**config.mk**
```make
export PLATFORM = sky130hd
export DESIGN_NAME = ffstdp_sram_sequencer
export DESIGN_NICKNAME = d
export VERILOG_FILES = /design/src/rtl/ffstdp_pkg.sv /design/src/rtl/ffstdp_pipe_tag.sv /design/src/rtl/ffstdp_sram_sequencer.sv
export SDC_FILE = /design/constraint.sdc
export NUM_CORES = 1
export LEC_CHECK = 0
export BUFFER_PORTS_ARGS = -buffer_cell sky130_fd_sc_hd__buf_2
export CORE_UTILIZATION = 48
export CTS_BUF_LIST = sky130_fd_sc_hd__clkbuf_8
export DETAILED_ROUTE_END_ITERATION = 8
export PLACE_DENSITY = 0.88
export SYNTH_ARGS = -nofsm -noshare
export SYNTH_HDL_FRONTEND = slang
export SYNTH_SLANG_ARGS = --single-unit
```
**constraint.sdc**
```tcl
create_clock -name CLK -period 4.2 [get_ports CLK]
set_input_delay 0.42 -clock CLK [delete_from_list [all_inputs] [get_ports CLK]]
set_output_delay 0.42 -clock CLK [all_outputs]
set_load 0.03 [all_outputs]
```
**src/rtl/ffstdp_pkg.sv**
```systemverilog
// Shared definitions for the FF-STDP weight-update sequencer:
// sweep FSM encoding and the read-to-write-back pipeline depth.
package ffstdp_pkg;

    typedef enum logic [1:0] {
        ST_IDLE  = 2'd0,
        ST_ISSUE = 2'd1,
        ST_DRAIN = 2'd2,
        ST_FIN   = 2'd3
    } seq_state_t;

    // One cycle of SRAM read latency plus one register stage inside the update unit.
    localparam int PIPE_DEPTH = 2;

endpackage : ffstdp_pkg

```
**src/rtl/ffstdp_pipe_tag.sv**
```systemverilog
// Valid + address delay line that follows each SRAM read until its write-back cycle.
module ffstdp_pipe_tag #(
    parameter int DEPTH      = 2,
    parameter int ADDR_WIDTH = 8
) (
    input  logic                  CLK,
    input  logic                  RST_N,
    input  logic                  in_valid,
    input  logic [ADDR_WIDTH-1:0] in_addr,
    output logic                  out_valid,
    output logic [ADDR_WIDTH-1:0] out_addr,
    output logic                  pending
);

    logic [DEPTH-1:0]      valid_q;
    logic [ADDR_WIDTH-1:0] addr_q [DEPTH];

    always_ff @(posedge CLK or negedge RST_N) begin
        if (!RST_N) begin
            valid_q <= '0;
            for (int i = 0; i < DEPTH; i++) begin
                addr_q[i] <= '0;
            end
        end else begin
            valid_q[0] <= in_valid;
            addr_q[0]  <= in_addr;
            for (int i = 1; i < DEPTH; i++) begin
                valid_q[i] <= valid_q[i-1];
                addr_q[i]  <= addr_q[i-1];
            end
        end
    end

    assign out_valid = valid_q[DEPTH-1];
    assign out_addr  = addr_q[DEPTH-1];
    // Entries that have not yet reached their write-back stage.
    assign pending   = |valid_q[DEPTH-2:0];

endmodule : ffstdp_pipe_tag

```
**src/rtl/ffstdp_sram_sequencer.sv**
```systemverilog
// Sweeps every synapse row of the weight SRAM once per update: reads {grad, weight},
// lets the external update unit compute new values, and writes them back two cycles later.
module ffstdp_sram_sequencer
    import ffstdp_pkg::*;
#(
    parameter int N_PRE        = 256,
    parameter int ADDR_WIDTH   = 8,
    parameter int WEIGHT_WIDTH = 8,
    parameter int GRAD_WIDTH   = 8
) (
    input  logic                               CLK,
    input  logic                               RST_N,
    input  logic                               START,
    input  logic                               HOLD,
    output logic                               BUSY,
    output logic                               DONE,
    output logic                               SRAM_RE,
    output logic [ADDR_WIDTH-1:0]              SRAM_RADDR,
    input  logic [GRAD_WIDTH+WEIGHT_WIDTH-1:0] SRAM_RDATA,
    output logic                               SRAM_WE,
    output logic [ADDR_WIDTH-1:0]              SRAM_WADDR,
    output logic [GRAD_WIDTH+WEIGHT_WIDTH-1:0] SRAM_WDATA,
    output logic [WEIGHT_WIDTH-1:0]            UPD_WSYN_CURR,
    output logic [GRAD_WIDTH-1:0]              UPD_GRAD_CURR,
    output logic [ADDR_WIDTH-1:0]              UPD_PRE_IDX,
    output logic                               UPD_EVENT,
    input  logic [WEIGHT_WIDTH-1:0]            WSYN_NEW,
    input  logic [GRAD_WIDTH-1:0]              GRAD_NEW
);

    // One extra counter bit so the post-increment after the last row never wraps to 0.
    localparam logic [ADDR_WIDTH:0] LAST_ADDR = (ADDR_WIDTH+1)'(N_PRE - 1);
    localparam logic [ADDR_WIDTH:0] CNT_ONE   = (ADDR_WIDTH+1)'(1);

    seq_state_t          state_q, state_d;
    logic [ADDR_WIDTH:0] cnt_q, cnt_d;
    logic                wb_valid;
    logic [ADDR_WIDTH-1:0] wb_addr;
    logic                pipe_pending;

    always_ff @(posedge CLK or negedge RST_N) begin
        if (!RST_N) begin
            state_q <= ST_IDLE;
            cnt_q   <= '0;
        end else begin
            state_q <= state_d;
            cnt_q   <= cnt_d;
        end
    end

    always_comb begin
        state_d = state_q;
        cnt_d   = cnt_q;
        SRAM_RE = 1'b0;
        DONE    = 1'b0;
        case (state_q)
            ST_IDLE: begin
                if (START) begin
                    cnt_d   = '0;
                    state_d = ST_ISSUE;
                end
            end
            ST_ISSUE: begin
                if (!HOLD) begin
                    SRAM_RE = 1'b1;
                    cnt_d   = cnt_q + CNT_ONE;
                    if (cnt_q == LAST_ADDR) begin
                        state_d = ST_DRAIN;
                    end
                end
            end
            ST_DRAIN: begin
                // The last entry may still be writing back this cycle; that is fine.
                if (!pipe_pending) begin
                    state_d = ST_FIN;
                end
            end
            ST_FIN: begin
                DONE    = 1'b1;
                state_d = ST_IDLE;
            end
            default: state_d = ST_IDLE;
        endcase
    end

    assign BUSY       = (state_q != ST_IDLE);
    assign SRAM_RADDR = cnt_q[ADDR_WIDTH-1:0];

    ffstdp_pipe_tag #(
        .DEPTH      (PIPE_DEPTH),
        .ADDR_WIDTH (ADDR_WIDTH)
    ) u_pipe_tag (
        .CLK       (CLK),
        .RST_N     (RST_N),
        .in_valid  (SRAM_RE),
        .in_addr   (SRAM_RADDR),
        .out_valid (wb_valid),
        .out_addr  (wb_addr),
        .pending   (pipe_pending)
    );

    assign UPD_WSYN_CURR = SRAM_RDATA[WEIGHT_WIDTH-1:0];
    assign UPD_GRAD_CURR = SRAM_RDATA[GRAD_WIDTH+WEIGHT_WIDTH-1:WEIGHT_WIDTH];

    assign UPD_PRE_IDX = wb_addr;
    assign UPD_EVENT   = wb_valid;
    assign SRAM_WE     = wb_valid;
    assign SRAM_WADDR  = wb_addr;
    assign SRAM_WDATA  = {GRAD_NEW, WSYN_NEW};

endmodule : ffstdp_sram_sequencer

```
==> metrics.txt <==
Comb pwr share 0.413; CTS Buf Count 5; sequence of cells on the critical path inv_1, ha_1, nor2b_1, buf_2; commonest cells in the netlist buf_4 (57), dfrtp_1 (29), nand2_1 (8); Final #Nets 175; Synth top area share 0.452; Final Hold Violating Endpoints 0; Critical Path Sink Type output pin; critical path class reg -> out; Final HPWL DP 1850 um; initial antenna violation count 0; first-pass GRT wire length between 4000 and 5000 um; grt total ovfl 0; final wirelength 2630 um; crit path capture SRAM_RE; drt pass-1 iters 4; via count of the first global-routing pass 932; CP startpoint kind register; Worst Path Required 3.78 ns; dominant cell type by area after synthesis dfrtp_1; Lkg Pwr approximately 0.79 nW; clock slew at reported path FFs 0.06 ns; library cells used by synthesis 29; CTS Root Cell clkbuf_8; Hold-fix buffers, CTS 0; post-synth net total slightly below 200; max_slew headroom 0.577; Tcrit/Tclk final 0.560; Area Overhead vs Synth -7.64%; reg-to-reg slack, setup 1.89 ns; CTS tree yes; # IOs 97; Crit path arrival time 1.93 ns; Die Wd 59.8 um; vias around 980; met3 wire len ~250 um; leading cell type by number of instances after synthesis buf_4; Final ANT Viol Nets 0; Fmax 425 MHz; Worst VDD drop 0.253 mV; Setup crit start state_q[1]$_DFFE_PN0P_; hold slack 0.148 ns; initial detailed-routing violation count 37; Main synth FF type dfrtp_1; Post-synth EDFFs 0; synthesis-stage register bit count 29; largest net degree at the start of global routing 30; Cells after Synth 154; diodes inserted 0; maxcap violations 0; Layout Cells excl Fill 178; Power Internal 0.666 mW; sequential power share 0.372; Clock Sinks 29; Reg-to-Reg End cnt_q[4]$_DFFE_PN0P_; Area contributors post-synth dfrtp_1 (45%), buf_4 (27%), ha_1 (4.7%); total power 1.15 mW; Total GRT Usage 0.169; Core Box Area 0.00310 mm^2; CTS resizes 0; slowest cell delay on critical path 0.57 ns; Starting Density 0.517; DRC viols 0; CP max stage cell ha_1; Placed Cells 170; register area share after synthesis 0.452; Final Max Tran Viols 0; mapped cell area 0.00160 mm^2; Final min period between 2 and 2.5 ns; R2R depth 6; Synth Area per Inst 10.4 um^2; Async S/R FF share, synth 1.00; WL met2 1270 um; Final Wtd Congestion 0.852; die area 0.00358 mm^2; Std-Cell Rows 20; status completed; Max Root-Sink Buffers 2; Worst Path Max Fanout 20; top sig layer met4; setup_tns 0 ns; RR Startpoint state_q[1]$_DFFE_PN0P_; DRT met1 WL 843 um; IO Port Bufs 32; final-report setup violation count 0; clk_skew 0.00564 ns; Switching Power 0.485 mW; PD cells about 780 mW/mm^2; Synth Warn # 0; Die H between 50 and 60 um; Clk pwr share 0.215; Sw Share 0.421; Vias/cell 5.48; layout cells sized above 1 0.328; RSZ-0062 raised after global routing false; Hold Path Class in -> async; Setup Buffers After CTS 0; H-tree depth 2; wire length per cell 14.8 um; worst slew pin tran ~0.63 ns; Clk Latency, worst-skew pair 0.28 ns
==> cells by family after synthesis <==
kind of cell,synth area share
flops,0.452
mux,0.0203
fa+ha+maj,0.0468
compound gates,0.0967
simple gates,0.0959
buf+inv,0.288
==> critical path: cells and delay by family, from the launching register on <==
| kind | cells | cell delay, ns |
|---|---|---|
| fa+ha+maj | 1 | 0.57 |
| flops | 1 | 0.41 |
| simple gates | 1 | 0.33 |
| buf+inv | 2 | 0.35 |
==> layout by cell type, fill, tap and decap left out, drive strengths merged <==
master / instances
a2bb2oi: 1
o32a: 1
a21o: 2
o21ai: 6
nand4: 1
a21oi: 3
nor3: 1
nand3: 7
a22o: 4
buf: 32
clkinv: 1
dfrtp: 29
a41o: 1
mux2: 2
nand2: 8
nand2b: 2
a22oi: 1
or4b: 2
nor2b: 3
nor2: 3
o31ai: 1
ha: 6
or3: 1
inv: 6
nand4b: 1
o211ai: 1
clkbuf: 7
mux2i: 1
==> metal layers <==
layer | global-route usage | vias up
met5 | 0 | -
li1 | - | 416
met4 | 0.206 | 0
met2 | 0.256 | 62
met1 | 0.158 | 455
met3 | 0.0671 | 43
==> power groups by stage <==
stage / clock network, mW / registers [mW] / logic, mW
5_1_grt: 0.270 / 0.442 / 0.515
3_3_place_gp: 0 / 0.427 / 0.452
6_report: 0.247 / 0.428 / 0.475
4_1_cts: 0.254 / 0.429 / 0.477
2_1_floorplan: 0 / 0.424 / 0.496
3_5_place_dp: 0 / 0.434 / 0.474
==> through the flow <==
stage / util / cell area (um^2) / setup slack [ns]
CTS: 0.477 / 1480 / 1.90
global route: 0.477 / 1480 / 1.73
detailed placement: 0.445 / 1380 / 1.94
finish: 0.477 / 1480 / 1.85
global placement: 0.445 / 1380 / 2.09
floorplan: - / 1600 / 2.37
==> registers in the layout, summed over array words and instances (netlist names) <==
| name | count |
|---|---|
| state_q | 2 |
| u_pipe_tag.addr_q | 8 |
| u_pipe_tag.out_addr | 8 |
| u_pipe_tag.valid_q | 2 |
| cnt_q | 9 |
==> layout make-up <==
type	instances	area, um^2
clock buffers	7	96.3
clock inverters	1	5.00
fillers	282	1620
inverters	6	22.5
multi-input cells	59	417
flip-flops and latches	29	726
well taps	44	55.1
repair buffers	32	160
==> worst min-delay path by stage <==
stage / end / slack [ns] / cells past startpoint
after CTS: cnt_q[4]$_DFFE_PN0P_ / 0.17 / 1
after detailed placement: u_pipe_tag.out_addr[3]$_DFF_PN0_ / 0.34 / 0
after global routing: cnt_q[7]$_DFFE_PN0P_ / 0.19 / 1
after global placement: u_pipe_tag.out_addr[3]$_DFF_PN0_ / 0.33 / 0
after floorplan: cnt_q[0]$_DFFE_PN0P_ / 0.12 / 0
final: cnt_q[7]$_DFFE_PN0P_ / 0.15 / 1
Note: power is estimated with default switching activity, not from simulation.
